<file path="src/rtl/spi_resp_pkg.sv">
// Shared opcodes and FSM state encoding for the SPI memory responder.
package spi_resp_pkg;

    localparam logic [7:0] CMD_READ  = 8'h03;
    localparam logic [7:0] CMD_WRITE = 8'h02;

    typedef enum logic [2:0] {
        IDLE,
        CMD,
        ADDR,
        READ,
        WRITE,
        IGNORE
    } state_t;

endpackage

</file>
<file path="src/rtl/spi_edge_sync.sv">
// Two-flop synchroniser per bit followed by a registered-history edge detector.
// Flops reset to 0, so a line already low at reset release produces no fall pulse.
module spi_edge_sync #(
    parameter int WIDTH = 1
) (
    input  logic             clk,
    input  logic             rst,
    input  logic [WIDTH-1:0] din,
    output logic [WIDTH-1:0] rise,
    output logic [WIDTH-1:0] fall
);

    logic [WIDTH-1:0] meta;
    logic [WIDTH-1:0] sync;
    logic [WIDTH-1:0] prev;

    always_ff @(posedge clk or posedge rst) begin
        if (rst) begin
            meta <= '0;
            sync <= '0;
            prev <= '0;
        end else begin
            meta <= din;
            sync <= meta;
            prev <= sync;
        end
    end

    assign rise = sync & ~prev;
    assign fall = ~sync & prev;

endmodule

</file>
<file path="src/rtl/spi_mem_responder.sv">
// SPI mode-0 slave byte memory with parallel preload port and address auto-increment.
// Define SPI_RESP_STATS_EN to enable the completed-transaction counter on txn_count.
module spi_mem_responder
    import spi_resp_pkg::*;
#(
    parameter int DEPTH  = 16,
    parameter int ADDR_W = $clog2(DEPTH)
) (
    input  logic              clk,
    input  logic              rst,
    input  logic              sclk,
    input  logic              cs,
    input  logic              mosi,
    output logic              miso,
    input  logic              ld_we,
    input  logic [ADDR_W-1:0] ld_addr,
    input  logic [7:0]        ld_data,
    output logic              busy,
    output logic              done,
    output logic [7:0]        txn_count
);

    state_t state, state_nxt;

    logic [1:0] es_rise, es_fall;
    logic       sclk_rise, sclk_fall, cs_rise, cs_fall;
    logic       mosi_meta, mosi_s;

    logic [2:0]             bit_cnt;
    logic [2:0]             tx_cnt;
    logic [6:0]             rx_sh;
    logic [7:0]             tx_sh;
    logic [7:0]             rx_byte;
    logic [ADDR_W-1:0]      addr;
    logic [ADDR_W-1:0]      addr_inc;
    logic                   is_read;
    logic                   byte_done;
    logic [DEPTH-1:0][7:0]  mem;

    spi_edge_sync #(.WIDTH(2)) u_edge (
        .clk  (clk),
        .rst  (rst),
        .din  ({cs, sclk}),
        .rise (es_rise),
        .fall (es_fall)
    );

    assign sclk_rise = es_rise[0];
    assign sclk_fall = es_fall[0];
    assign cs_rise   = es_rise[1];
    assign cs_fall   = es_fall[1];

    // mosi only needs the synchroniser; its delay matches the sclk path
    always_ff @(posedge clk or posedge rst) begin
        if (rst) begin
            mosi_meta <= 1'b0;
            mosi_s    <= 1'b0;
        end else begin
            mosi_meta <= mosi;
            mosi_s    <= mosi_meta;
        end
    end

    assign rx_byte   = {rx_sh, mosi_s};
    assign byte_done = sclk_rise && (bit_cnt == 3'd7);
    assign addr_inc  = addr + ADDR_W'(1);
    assign busy      = (state != IDLE);

    always_ff @(posedge clk or posedge rst) begin
        if (rst) state <= IDLE;
        else     state <= state_nxt;
    end

    always_comb begin
        state_nxt = state;
        if (cs_rise) begin
            state_nxt = IDLE;
        end else begin
            case (state)
                IDLE: if (cs_fall) state_nxt = CMD;
                CMD: if (byte_done)
                    state_nxt = (rx_byte == CMD_READ || rx_byte == CMD_WRITE) ? ADDR : IGNORE;
                ADDR: if (byte_done) state_nxt = is_read ? READ : WRITE;
                default: ;
            endcase
        end
    end

    always_ff @(posedge clk or posedge rst) begin
        if (rst) begin
            miso    <= 1'b0;
            done    <= 1'b0;
            bit_cnt <= '0;
            tx_cnt  <= '0;
            rx_sh   <= '0;
            tx_sh   <= '0;
            addr    <= '0;
            is_read <= 1'b0;
        end else begin
            done <= 1'b0;
            if (cs_rise) begin
                done    <= (state != IDLE);
                miso    <= 1'b0;
                bit_cnt <= '0;
                tx_cnt  <= '0;
            end else begin
                if (cs_fall) begin
                    bit_cnt <= '0;
                    tx_cnt  <= '0;
                    rx_sh   <= '0;
                end else if (sclk_rise && state != IDLE && state != IGNORE) begin
                    rx_sh   <= rx_byte[6:0];
                    bit_cnt <= bit_cnt + 3'd1;
                end

                case (state)
                    CMD: if (byte_done) is_read <= (rx_byte == CMD_READ);
                    ADDR: if (byte_done) begin
                        addr   <= rx_byte[ADDR_W-1:0];
                        tx_sh  <= mem[rx_byte[ADDR_W-1:0]];
                        tx_cnt <= '0;
                    end
                    READ: if (sclk_fall) begin
                        miso   <= tx_sh[7];
                        tx_cnt <= tx_cnt + 3'd1;
                        // bit 0 just went out: fetch the next byte so streaming has no gap
                        if (tx_cnt == 3'd7) begin
                            addr  <= addr_inc;
                            tx_sh <= mem[addr_inc];
                        end else begin
                            tx_sh <= {tx_sh[6:0], 1'b0};
                        end
                    end
                    WRITE: if (byte_done) addr <= addr_inc;
                    default: ;
                endcase

                if (state != READ) miso <= 1'b0;
            end
        end
    end

    // Array is not reset; writes are blocked while rst is held
    always_ff @(posedge clk) begin
        if (!rst) begin
            if (state == WRITE && byte_done && !cs_rise)
                mem[addr] <= rx_byte;
            else if (ld_we && state == IDLE)
                mem[ld_addr] <= ld_data;
        end
    end

`ifdef SPI_RESP_STATS_EN
    logic       data_seen;
    logic [7:0] txn_q;

    always_ff @(posedge clk or posedge rst) begin
        if (rst) begin
            data_seen <= 1'b0;
            txn_q     <= '0;
        end else if (cs_fall) begin
            data_seen <= 1'b0;
        end else if (cs_rise) begin
            if (data_seen && (state == READ || state == WRITE))
                txn_q <= txn_q + 8'd1;
            data_seen <= 1'b0;
        end else if (byte_done && (state == READ || state == WRITE)) begin
            data_seen <= 1'b1;
        end
    end

    assign txn_count = txn_q;
`else
    assign txn_count = 8'd0;
`endif

endmodule
</file>
<file path="config.mk">
export PLATFORM = sky130hd
export DESIGN_NAME = spi_mem_responder
export DESIGN_NICKNAME = d
export VERILOG_FILES = /design/src/rtl/spi_resp_pkg.sv /design/src/rtl/spi_edge_sync.sv /design/src/rtl/spi_mem_responder.sv
export SDC_FILE = /design/constraint.sdc
export NUM_CORES = 1
export LEC_CHECK = 0
export ABC_AREA = 0
export ABC_CLOCK_PERIOD_IN_PS = 2750
export CAP_MARGIN = 20
export CORE_MARGIN = 2
export CORE_UTILIZATION = 55
export CTS_BUF_LIST = sky130_fd_sc_hd__clkbuf_8 sky130_fd_sc_hd__clkbuf_16
export DETAILED_ROUTE_END_ITERATION = 16
export PLACE_DENSITY_LB_ADDON = 0.15
export SKIP_LAST_GASP = 1
export SYNTH_ARGS = -nofsm -noshare
export SYNTH_HDL_FRONTEND = slang
export SYNTH_SLANG_ARGS = --single-unit
</file>
<file path="constraint.sdc">
create_clock -name clk -period 2.75 [get_ports clk]
set_input_delay 0.55 -clock clk [delete_from_list [all_inputs] [get_ports clk]]
set_output_delay 0.55 -clock clk [all_outputs]
set_load 0.01 [all_outputs]
</file>
==> impl_metrics.json <==
{
  "yosysWarnings": 0,
  "fmax_mhz": 408,
  "multiInputGateArea_sq_um": 5120,
  "drt_iter0_drc": 1228,
  "layout-drive-gt1-share": 0.188,
  "cts_setup_buffers": 0,
  "final-setup-viol-count": 0,
  "yosysMostFrequentCell": "nand3_1",
  "clkTransAtPathRegs_ns": 0.06,
  "netlist_area_sq_um": 10600,
  "grt_max_degree": 78,
  "grt_busiest_layer": "met2",
  "vdd_ir_drop_max_uv": 436,
  "antenna_left": 0,
  "cp.required_ns": 2.20,
  "track_usage": 0.329,
  "worstSetupPathType": "flip-flop to output pin",
  "finalClockSkew_ns": 0.0135,
  "reg2reg_slack_ns": 0.34,
  "cts_tree": "done",
  "grt_setup_unrepaired": "no",
  "die_w_um": 143,
  "dieArea_sq_um": 20400,
  "syn_avg_cell_area_sq_um": 10.0,
  "cts_buffers": 17,
  "antenna_found_initial": 0,
  "fillers": 1532,
  "total_leakage_power_nw": 4.89,
  "async_flop_share": 0.234,
  "slowest_stage": "dfrtp_1",
  "cts.sinks": 167,
  "fin_tns_setup_ns": 0,
  "drt-total-wl_um": 32300,
  "finalHoldViolations": 0,
  "start_kind": "flip-flop",
  "drt_first_pass_iters": 5,
  "layout.cells.non_filler": 1334,
  "synth-seq-area-share": 0.455,
  "maxCapViolCount": 0,
  "rows": 50,
  "io_pins": 29,
  "worst_slew_margin_rel": 0.589,
  "n_antenna_cell": 0,
  "synthTopCellsByCount": "267 x nand3_1, 180 x nand2_1, 128 x edfxtp_1",
  "synth_cell_types": 62,
  "cts_resized": 0,
  "cts_root_buf": "clkbuf_16",
  "place_hpwl_um": 22100,
  "worst-slew-pin-transition_ns": 0.617,
  "cts_max_level": 4,
  "synth_area_leaders": "edfxtp_1 36%, mux4_2 13%, nand3_1 13%, dfrtp_1 9.2%, nand2_1 6.4%",
  "final_cell_area_sq_um": 11800,
  "vias": 8725,
  "yosys.area.top_type": "edfxtp_1",
  "end_kind": "output pin",
  "io_buffer_count": 20,
  "met1_usage": 0.483,
  "crit_fanout": 14,
  "p_per_area_nw_per_um2": 703,
  "cts_hold_buf": 0,
  "grt_first_pass_wirelength_um": 49100,
  "crit_arrival_ns": 1.90,
  "first_global_vias": 7969,
  "path_cells": "nor3_1, inv_1, clkdlybuf4s50_1",
  "final_nets": 1089,
  "die-height_um": 143,
  "status": "complete, no violations",
  "clk_path_buf_depth": 2,
  "use_met2": 0.497,
  "hold_path.class": "flip-flop to flip-flop",
  "core-area_sq_um": 18800,
  "maxSlewViolCount": 0,
  "met3_usage": 0.0627,
  "vias_per_cell": 6.54,
  "dp_cells": 1302,
  "areaGrowthSynthToFinish_pct": 11.4,
  "syn_inst": 1058,
  "placed_area_sq_um": 11300,
  "insertion_delay_ns": 0.44,
  "min_period_ns": 2.45,
  "fin_util": 0.627,
  "synth_edf_count": 128,
  "wl_per_cell_um": 24.2,
  "routabilityCongestion": 0.907,
  "start_util": 0.563,
  "grt_overflow": 0,
  "seqCellArea_sq_um": 4820,
  "critPathMaxStageDelay_ns": 0.54,
  "ys.flop_type": "edfxtp_1",
  "period_share": 0.892,
  "synth-seq-cells": 167,
  "synth.top_cell.area_share": 0.363,
  "drc_errors": 0
}
==> critical path: cells and delay by family, from the launching register on <==
kind,cells,cell delay (ns)
flops,1,0.54
simple gates,1,0.39
buf+inv,2,0.55
==> logic make-up (layout without fill, tap and decap cells) <==
kind of cell / after synthesis / count (layout) / share of synthesized area
other: 1 / 8 / 0.000354
adders and majority gates: 10 / 10 / 0.0118
buffers and inverters: 149 / 158 / 0.0654
xor gates and xnor gates: 3 / 3 / 0.00319
and+or+nand+nor: 544 / 544 / 0.243
DFF: 167 / 167 / 0.455
muxes: 90 / 90 / 0.158
AOI/OAI and AO/OA: 94 / 94 / 0.0637
==> final timing paths <==
check,start,endpoint,cells past startpoint
max,state[0]$_DFFE_PP0P_,busy,3
min,mosi_meta$_DFF_PP0_,mosi_s$_DFF_PP0_,0
max reg2reg,addr[0]$_DFFE_PP0P_,tx_sh[1]$_DFFE_PP0P_,8
min reg2reg,mosi_meta$_DFF_PP0_,mosi_s$_DFF_PP0_,0
max in group asynchronous,rst,addr[0]$_DFFE_PP0P_,3
min in group asynchronous,rst,state[2]$_DFFE_PP0P_,3
==> per-stage QoR <==
stage / hold slack (ns) / total power, mW / setup WS [ns]
5_1_grt: 0.358 / 8.62 / 0.174
2_1_floorplan: 0.331 / 5.24 / 0.0728
6_report: 0.354 / 8.30 / 0.298
3_5_place_dp: 0.340 / 6.02 / 0.289
3_3_place_gp: 0.340 / 6.00 / 0.290
4_1_cts: 0.356 / 8.28 / 0.288
==> where the power goes <==
part | internal [mW] | total, mW | switching, mW
Combinational | 1.33 | 2.98 | 1.65
Clock | 1.25 | 2.28 | 1.04
Sequential | 2.81 | 3.04 | 0.225
==> cells in the final DEF (no fill, tap or decap), types with 17 or more instances in the layout <==
master	n
dfrtp_1	36
buf_4	84
mux2i_1	23
mux4_2	61
nand3_1	267
edfxtp_1	128
clkbuf_16	17
nor2_1	26
nand2_1	180
clkdlybuf4s50_1	20
inv_1	19
a21oi_1	29
==> registers in the layout (all words and copies together), names as in the netlist <==
| signal | flops |
|---|---|
| addr | 4 |
| bit_cnt | 3 |
| done | 1 |
| is_read | 1 |
| mem | 128 |
| miso | 1 |
| mosi_meta | 1 |
| mosi_s | 1 |
| rx_sh | 7 |
| state | 3 |
| tx_cnt | 3 |
| tx_sh | 8 |
| u_edge.meta | 2 |
| u_edge.prev | 2 |
| u_edge.sync | 2 |
==> per-layer routing <==
layer	wire length (um)	up-vias	part of all wire
met5	0	-	0
met4	962	0	0.030
met3	3640	60	0.11
met2	14400	567	0.45
met1	13300	4222	0.41
li1	-	3876	-
==> cell type report <==
cell class,instances,share of cell area
Multi-Input combinational cell,749,0.434
Timing Repair Buffer,108,0.0772
Sequential cell,167,0.409
Clock inverter,15,0.0109
Tap cell,260,0.0276
Inverter,18,0.00572
Clock buffer,17,0.0360
Note: power is estimated with default switching activity, not from simulation.
